### src/rtl/fault_pkg.sv
// Shared constants and types for the fault-detection sample path.
package fault_pkg;

  localparam int unsigned NCH        = 4;
  localparam int unsigned CHW        = 2;
  localparam int unsigned DW_DEFAULT = 8;

  typedef enum logic {
    S_IDLE,
    S_GRANT
  } state_t;

  // Severity codes reported by the detector, indexed alongside channel tags.
  typedef enum logic [1:0] {
    SEV_NONE,
    SEV_WARN,
    SEV_FAULT,
    SEV_CRIT
  } severity_t;

  function automatic logic [NCH-1:0] ch_onehot(input logic [CHW-1:0] ch);
    logic [NCH-1:0] v;
    v     = '0;
    v[ch] = 1'b1;
    return v;
  endfunction

endpackage

### src/rtl/rr_pick4.sv
// Combinational 4-way round-robin picker: first set request after 'last'.
module rr_pick4
  import fault_pkg::*;
(
  input  logic [NCH-1:0] req,
  input  logic [CHW-1:0] last,
  output logic           valid,
  output logic [CHW-1:0] idx
);

  logic [CHW-1:0] cand;

  // Walk last+1 .. last+4 (mod 4); the first requesting channel wins.
  always_comb begin
    valid = 1'b0;
    idx   = '0;
    cand  = '0;
    for (int unsigned i = 1; i <= NCH; i++) begin
      cand = last + CHW'(i);
      if (!valid && req[cand]) begin
        valid = 1'b1;
        idx   = cand;
      end
    end
  end

endmodule

### src/rtl/sample_burst_scheduler.sv
// Round-robin burst scheduler sharing one sample path between four channels,
// with a registered valid/ready output and per-channel stall timeout.
module sample_burst_scheduler
  import fault_pkg::*;
#(
  parameter int unsigned DW      = DW_DEFAULT,
  parameter int unsigned BURST   = 4,
  parameter int unsigned TIMEOUT = 15
) (
  input  logic              clk,
  input  logic              reset,
  input  logic [NCH-1:0]    req,
  input  logic [NCH*DW-1:0] data_in,
  output logic [NCH-1:0]    ack,
  output logic              out_valid,
  input  logic              out_ready,
  output logic [DW-1:0]     out_data,
  output logic [CHW-1:0]    out_ch,
  output logic              out_last,
  output logic [NCH-1:0]    timeout_err,
  input  logic              clr_err,
  output logic              busy
);

  state_t         state_q, state_d;
  logic [CHW-1:0] gnt_q;
  logic [CHW-1:0] last_q;
  logic [2:0]     cnt_q;
  logic [7:0]     wait_q;

  logic           pick_valid;
  logic [CHW-1:0] pick_idx;
  logic           slot_free;
  logic           accept;
  logic           stall;
  logic [2:0]     cnt_inc;
  logic           burst_done;
  logic           abort;

  rr_pick4 u_pick (
    .req   (req),
    .last  (last_q),
    .valid (pick_valid),
    .idx   (pick_idx)
  );

  // Accept/stall decode, next state and the combinational ack pulse.
  always_comb begin
    slot_free  = !out_valid || out_ready;
    accept     = (state_q == S_GRANT) && req[gnt_q] && slot_free;
    stall      = (state_q == S_GRANT) && !req[gnt_q] && slot_free;
    cnt_inc    = cnt_q + 3'd1;
    burst_done = accept && (cnt_inc == 3'(BURST));
    abort      = stall && ((wait_q + 8'd1) == 8'(TIMEOUT));
    ack        = accept ? ch_onehot(gnt_q) : '0;
    busy       = (state_q == S_GRANT);
    state_d    = state_q;
    case (state_q)
      S_IDLE:  if (pick_valid) state_d = S_GRANT;
      S_GRANT: if (burst_done || abort) state_d = S_IDLE;
      default: state_d = S_IDLE;
    endcase
  end

  // Grant bookkeeping: state, granted channel, priority pointer, counters.
  always_ff @(posedge clk or posedge reset) begin
    if (reset) begin
      state_q <= S_IDLE;
      gnt_q   <= '0;
      last_q  <= CHW'(NCH - 1);
      cnt_q   <= '0;
      wait_q  <= '0;
    end else begin
      state_q <= state_d;
      if (state_q == S_IDLE) begin
        if (pick_valid) begin
          gnt_q  <= pick_idx;
          cnt_q  <= '0;
          wait_q <= '0;
        end
      end else begin
        if (accept) begin
          cnt_q  <= cnt_inc;
          wait_q <= '0;
        end else if (stall) begin
          wait_q <= wait_q + 8'd1;
        end
        if (burst_done || abort) last_q <= gnt_q;
      end
    end
  end

  // Output slot: reload on accept, otherwise empty once downstream takes it.
  always_ff @(posedge clk or posedge reset) begin
    if (reset) begin
      out_valid <= 1'b0;
      out_data  <= '0;
      out_ch    <= '0;
      out_last  <= 1'b0;
    end else if (accept) begin
      out_valid <= 1'b1;
      out_data  <= data_in[32'(gnt_q) * DW +: DW];
      out_ch    <= gnt_q;
      out_last  <= burst_done;
    end else if (out_valid && out_ready) begin
      out_valid <= 1'b0;
      out_data  <= '0;
      out_ch    <= '0;
      out_last  <= 1'b0;
    end
  end

  // Sticky abort flags; a fresh abort survives a simultaneous clear.
  always_ff @(posedge clk or posedge reset) begin
    if (reset) begin
      timeout_err <= '0;
    end else begin
      timeout_err <= (clr_err ? '0 : timeout_err) | (abort ? ch_onehot(gnt_q) : '0);
    end
  end

endmodule

### config.mk
export PLATFORM = sky130hd
export DESIGN_NAME = sample_burst_scheduler
export DESIGN_NICKNAME = d
export VERILOG_FILES = /design/src/rtl/fault_pkg.sv /design/src/rtl/rr_pick4.sv /design/src/rtl/sample_burst_scheduler.sv
export SDC_FILE = /design/constraint.sdc
export NUM_CORES = 1
export LEC_CHECK = 0
export BUFFER_PORTS_ARGS = -buffer_cell sky130_fd_sc_hd__buf_2
export CAP_MARGIN = 20
export CORE_MARGIN = 4
export CORE_UTILIZATION = 50
export CTS_CLUSTER_SIZE = 14
export DETAILED_ROUTE_END_ITERATION = 10
export GPL_ROUTABILITY_DRIVEN = 1
export PLACE_DENSITY = 0.79
export RECOVER_POWER = 25
export SETUP_SLACK_MARGIN = 0.3
export SKIP_LAST_GASP = 1
export SYNTH_ARGS = -nofsm -noshare
export SYNTH_HDL_FRONTEND = slang
export SYNTH_SLANG_ARGS = --single-unit
### constraint.sdc
create_clock -name clk -period 2.43 [get_ports clk]
set_input_delay 0.1215 -clock clk [delete_from_list [all_inputs] [get_ports clk]]
set_output_delay 0.1215 -clock clk [all_outputs]
set_load 0.03 [all_outputs]
# After elaboration in Yosys (flattened, before gate mapping)
# Index checks and enable logic that the tools add are counted.
[word_totals]
in_bits = 40
register_bits = 32
elab_cells = 92
out_inout_bits = 21
[classes]
n_addsub = 5
reduce_logical = 24
order_cmp = 6
n_eq_ne = 4
muxes = 40
n_bitwise = 2
n_shift = 1
[ops]
columns = ["op", "count"]
rows = [
  ["$mux 8", 6],
  ["$shiftx 32x6->8", 1],
  ["$lt 2x3->1 const B", 5],
  ["$mux 1", 15],
  ["$mux 2", 6],
  ["$mux 4", 3],
  ["$logic_and 1x1->1", 11],
  ["$bmux 1 s2", 5],
  ["$mux 3", 3],
  ["$add 8x1->8 const B", 1],
  ["$eq 8x4->1 const B", 1],
  ["$reduce_and 2->1", 4],
  ["$logic_not 1->1", 5],
  ["$add 2x2->2 const B", 2],
  ["$or 4x4->4", 1],
  ["$reduce_bool 2->1", 2],
  ["$add 3x1->3 const B", 1],
  ["$eq 3x3->1 const B", 1],
  ["$ne 3x1->1 const B", 1],
  ["$add 2x1->2 const B", 1],
  ["$demux 1 s2", 1],
  ["$ge 2x1->1 const B", 1],
  ["$logic_or 1x1->1", 2],
  ["$ne 2x1->1 const B", 1],
  ["other kinds (2)", 2],
]

# Logic depth before layout (Yosys ltp)
[depth]
ltp_word = 15
mapped_depth = 7
mapped_depth_nobuf = 6

# By module
# From an unflattened synthesis, not the netlist that was laid out.
[unflattened]
cells_unflattened = 162
hier_area_um2 = 1790.5
[modules_own_cells]
columns = ["module", "area_each_um2", "cells_per_inst", "instances", "seq_area_each_um2"]
rows = [
  ["sample_burst_scheduler", 1699.1, 148, 1, 803.3],
  ["rr_pick4", 91.3, 14, 1, 0.0],
]

# Worst setup path after synthesis
# OpenSTA, ideal clock, no wires.
[synth_path]
kind = "flip-flop to flip-flop"
startpoint = "register gnt_q[0]"
endpoint = "register last_q[0]"
path_buffers = 1
setup_time_ps = 82
path_slack_ps = 402
stages_incl_launch_ff = 7
period_less_slack_ps = 2028
arrival_time_ps = 1946
required_time_ps = 2348
cell_sequence = "dfrtp_1 buf_6 mux4_2 and3_1 and2_1 a31oi_1 mux2_2"
[synth_via]
elab_chain_cells = 8
elab_cells_between_ends = 11
[synth_lines]
columns = ["element", "line_no", "rtl"]
rows = [
  ["start, declared", "sample_burst_scheduler.sv:26", "logic [CHW-1:0] gnt_q;"],
  ["start signal, assigned", "sample_burst_scheduler.sv:77", "gnt_q <= pick_idx;"],
  ["$bmux 1 s2", "sample_burst_scheduler.sv:50, sample_burst_scheduler.sv:51", ""],
  ["$mux 1 (implied by the code)", "sample_burst_scheduler.sv:50, sample_burst_scheduler.sv:51", ""],
  ["$logic_not 1->1", "sample_burst_scheduler.sv:51", "stall = (state_q == S_GRANT) && !req[gnt_q] && slot_free;"],
  ["$logic_and 1x1->1 (2 in a row)", "sample_burst_scheduler.sv:51", ""],
  ["$logic_and 1x1->1", "sample_burst_scheduler.sv:54", "abort = stall && ((wait_q + 8'd1) == 8'(TIMEOUT));"],
  ["$logic_or 1x1->1", "sample_burst_scheduler.sv:88", "if (burst_done || abort) last_q <= gnt_q;"],
  ["$reduce_and 2->1 (no source line)", "--", ""],
  ["end signal, assigned", "sample_burst_scheduler.sv:70", "last_q <= CHW'(NCH - 1);"],
  ["end signal, assigned", "sample_burst_scheduler.sv:88", ""],
  ["end, declared", "sample_burst_scheduler.sv:27", "logic [CHW-1:0] last_q;"],
]
# Parallel ways exist; a longest one is shown, timed or not. The select of a mux whose other input is x is not followed.
# A chain may end at the register's enable or synchronous reset.

# Final worst setup path
[layout_path]
startpoint = "register gnt_q[0]"
endpoint = "output port ack[2]"
[layout_via]
elab_chain_cells = 5
elab_cells_between_ends = 10
[layout_lines]
columns = ["element", "line_no", "rtl"]
rows = [
  ["$lt 2x3->1 (implied by the code) (tied with other cells)", "fault_pkg.sv:24", "v[ch] = 1'b1;"],
  ["$logic_and 1x1->1 (implied by the code) or $mux 1 (tied branches)", "fault_pkg.sv:24, sample_burst_scheduler.sv:50", ""],
  ["$mux 1 (implied by the code) or $logic_and 1x1->1 (tied branches)", "fault_pkg.sv:24, sample_burst_scheduler.sv:50", ""],
  ["$demux 1 s2 or $logic_and 1x1->1 (tied branches)", "fault_pkg.sv:24, sample_burst_scheduler.sv:50", ""],
  ["$mux 4 *", "sample_burst_scheduler.sv:55", "ack = accept ? ch_onehot(gnt_q) : '0;"],
  ["end, declared", "sample_burst_scheduler.sv:14", "output logic [NCH-1:0] ack,"],
]
# Every way passes the cells marked *; elsewhere a longest branch is shown, timed or not. The select of a mux whose other input is x is not followed.

==> results <==
- The clock slew at the register clock pins of the worst setup and hold paths is 0.09 ns.
- The top fanout value on the critical path is 12.
- In this run the most used layer during global routing was met2.
- In the global route stage, met3 resource usage came out at 5.09%.
- The first-pass GRT wire length is 6.81 mm.
- In the global route stage, met1 resource usage came out at 28.5%.
- The count of buffer and inverter cells on the critical path is 2.
- In the synthesized netlist, the number of instances is 170.
- The critical path goes through mux4_2 > and3_4 > buf_6 > nand2_2 > nor2_1 > buf_4.
- The clock net in this run drives a total of 32 sinks.
- After synthesis, flip-flops and latches occupy 44.2% of the total area.
- The remaining antenna violation count is 0.
- The initialized floorplan defines 21 standard-cell rows.
- The count of pins over their slew limit came to 0.
- The number of buffers created by CTS is 5.
- In the routed layout, each cell is associated on average with a via count of 5.51.
- The later pin in the worst-skew pair is clocked with a latency of 0.33 ns.
- The slowest stage cell on the critical path is mux4_2.
- After synthesis, the most frequently instantiated cells are dfrtp_1 (30), o21ai_0 (15), nand2_1 (14), inv_1 (12), nor2_1 (11).
- Timing would allow up to 497 MHz.
- The post-synthesis instance area is 0.00182 mm2.
- By instance count, the leading cell after synthesis is dfrtp_1.
- In this run the cell area measured after placement is 0.00218 mm2.
- Synthesis instantiated 40 different standard cells from the library.
- In this run the static leakage power is 1.11 nW.
- The worst setup path is of the reg2out kind.
- The number of synthesized register bits is 32.
- In this design, the stage delay of the slowest critical-path cell is 0.55 ns.
- The maximum count of clock buffers along a single path is 2.
- Of the available clock period, the critical path in the final layout requires 82.9%.
- The Yosys step of the flow raised 0 warnings.
- The final cell area excluding filler cells is 0.00230 mm2.
- Global routing consumed, over all layers together, 20.2% of the routing resources.
- Measured along the y axis, the die boundary spans 68.3 um.
- The number of setup violations in the final report is 0.
- The final number of hold-violating endpoints is 0.
- By area the synthesized netlist is led by dfrtp_1 (41%), mux4_2 (6.2%), mux4_1 (5.8%).
- The post-synthesis net count is 214.
- The CTS tree is done.
- The final antenna diode count is 0.
- The critical path data required time is 2.31 ns.
- The pin slew with the least headroom to its limit is 0.597 ns.
- The met2 global-route usage is 29.8%.
- The number of filler instances in the final layout is 277.
- The die is 68.3 um wide.
- The pin count of the biggest net entering global routing is 33.
- The most area-hungry cell type in the Yosys netlist is dfrtp_1.
- The number of cells in the finished layout apart from fillers is 287.
- The total die area is 0.00466 mm2.
- The register cell area after layout is 803 um2.
- The signed area change from the synthesized netlist to the final layout is 26.6%.
- After global routing the overflow that remains totals 0.
- The total placed cells including tap cells is 274.
- Dividing the detail-routed wire length by the instance count gives 15.1 um.
- Headroom to the max-slew limit came out at 60.2%.
- The run finished with clean final reports.
- STA classifies the critical path endpoint as an output port.
- Of all flip-flops after synthesis, the portion carrying an async set or reset was 100%.
- The number of global-route vias before repair is 1,422.
- Yosys mapped a number of flops with a built-in enable equal to 0.
- Buffers placed on the I/O ports in this run total 60.
- The tree is rooted in a clkbuf_4.
- The starting density of the core is 53.2%.
- The worst setup slack for register-to-register paths is 0.44 ns.
- The ratio of total power to cell area is 1060 mW/mm2.
- The commonest register cell after synthesis is dfrtp_1.
- The wire length reported by the detailed router is 4.33 mm.
- The final RePlAce weighted congestion is 0.815.
- The mean instance size in the synthesized netlist is 10.7 um2.
- The multi-input combinational cells in the finished layout cover a total of 946 um2.
- The maximum level of the CTS H-tree is 2.
- On the critical path the largest part of the delay comes from multiplexers.
- The post-route netlist has 37.3% of its cells at a drive strength greater than 1.
- The first detailed-routing pass took 4 iterations.
- The final-stage net count is 284.
- In this run the biggest area consumer among cell types represents 41.3% of the synthesized area.
- The type of origin of the critical path is a register.
- Setup repair after global routing left no endpoint under its margin.
- The region available for standard cell placement spans 0.00342 mm2.
- The arrival time at the worst endpoint is 1.89 ns.
- The smallest clock period supported by the final layout is computed as 2.01 ns.
- The class of the tightest hold or removal check is in2reg.
- Across the routed clock network, the largest skew measured is 0.00796 ns.
- The total number of vias is 1,580.
- Across the run, the number of max-cap violations was 0.
- At the end of the flow the core is filled with cells to 67.4%.
- The largest voltage drop on the vdd net is 0.576 mV.
- Setup total negative slack on the finished layout was measured at 0 ns.
- The DRC violation count after routing is 0.
- The number of primary I/O pins is 61.
- The number of violations reported at the end of detailed-routing iteration 0 is 130.
- The initial antenna violation count is 0.
- Detailed placement finished with a half-perimeter wire length of 3.23 mm.
==> area by class of cell <==
type                            instances  area share (%)
Timing Repair Buffer                   70            16.8
Inverter                               12            1.96
Tap cell                               46            2.50
Clock buffer                            7            2.39
Clock inverter                          1           0.326
Multi-Input combinational cell        119            41.1
Sequential cell                        32            34.9
==> worst paths after layout <==
path / end / startpoint / depth (start not counted)
min in group asynchronous: out_data[1] / reset / 4
worst max-delay path: ack[2] / gnt_q[0] / 6
worst min-delay path: gnt_q[1] / req[1] / 4
worst min register to register: out_last / out_last / 1
max in group asynchronous: last_q[0] / reset / 4
worst max register to register: last_q[0] / wait_q[0] / 6
==> worst reg2reg max path, delay by kind of cell (launching register included) <==
kind / cells / cell delay [ns]
compound gates: 2 / 0.55
flops: 1 / 0.45
mux: 1 / 0.36
fa+ha+maj: 1 / 0.30
simple gates: 2 / 0.29
==> per-stage QoR <==
stage,setup slack [ns],total power (W),hold WS [ns]
finish,0.416,0.00244,0.185
detailed placement,0.361,0.00207,0.232
floorplan,0.402,0.00174,0.215
global placement,0.407,0.00203,0.219
global route,0.305,0.00261,0.193
CTS,0.330,0.00239,0.169
==> cell usage in the layout, fill, tap and decap left out, types with 2 or more instances in the layout <==
cell type	synthesis	layout
a21boi_0	2	2
mux4_1	4	4
nand2_1	14	13
a21oi_1	5	5
o31ai_1	2	2
nor2_1	11	11
nor2b_1	2	2
a22o_1	10	10
xnor2_1	2	2
buf_2	0	59
dfrtp_1	30	30
dfstp_2	2	2
mux2_2	2	2
o21ai_0	15	15
o32ai_1	3	3
clkbuf_4	0	5
buf_4	1	8
nor4_1	2	2
and4_1	2	2
o22ai_1	2	2
nand3_1	8	8
dlygate4sd3_1	0	2
and2_1	2	2
inv_1	12	12
ha_1	4	4
mux4_2	5	5
nand2b_1	6	6
==> power breakdown <==
part,switching [W],total [W],internal (W)
logic,0.000742,0.00129,0.000546
registers,0.000124,0.000835,0.000711
clock network,0.000180,0.000322,0.000142
==> sequential cells by signal, summed over array words and instances, names as in the netlist <==
| name | cells |
|---|---|
| out_data | 8 |
| wait_q | 8 |
| timeout_err | 4 |
| cnt_q | 3 |
| gnt_q | 2 |
| last_q | 2 |
| out_ch | 2 |
| busy | 1 |
| out_last | 1 |
| out_valid | 1 |
==> kinds of logic (layout without fill, tap and decap cells) <==
| family | after synthesis | after routing | synth area share, % |
|---|---|---|---|
| mux | 11 | 11 | 13.2 |
| flops | 32 | 32 | 44.2 |
| buf+inv | 19 | 90 | 4.54 |
| xor+xnor | 2 | 2 | 0.964 |
| fa+ha+maj | 4 | 4 | 2.75 |
| simple gates | 56 | 56 | 17.3 |
| compound gates | 46 | 46 | 17.1 |
==> routing by layer <==
layer | vias up | wire, um
met3 | 5 | 165
li1 | 773 | -
met4 | 0 | 71
met2 | 26 | 2180
met5 | - | 0
met1 | 776 | 1910
==> repair_timing <==
item                       CTS  global route
hold endpoints to repair    33             0
hold buffers                 2             0
setup buffers                0             3
gates resized for setup      0             6
setup endpoints to repair    0             8
No activity file was read; power rests on OpenSTA's default activity.
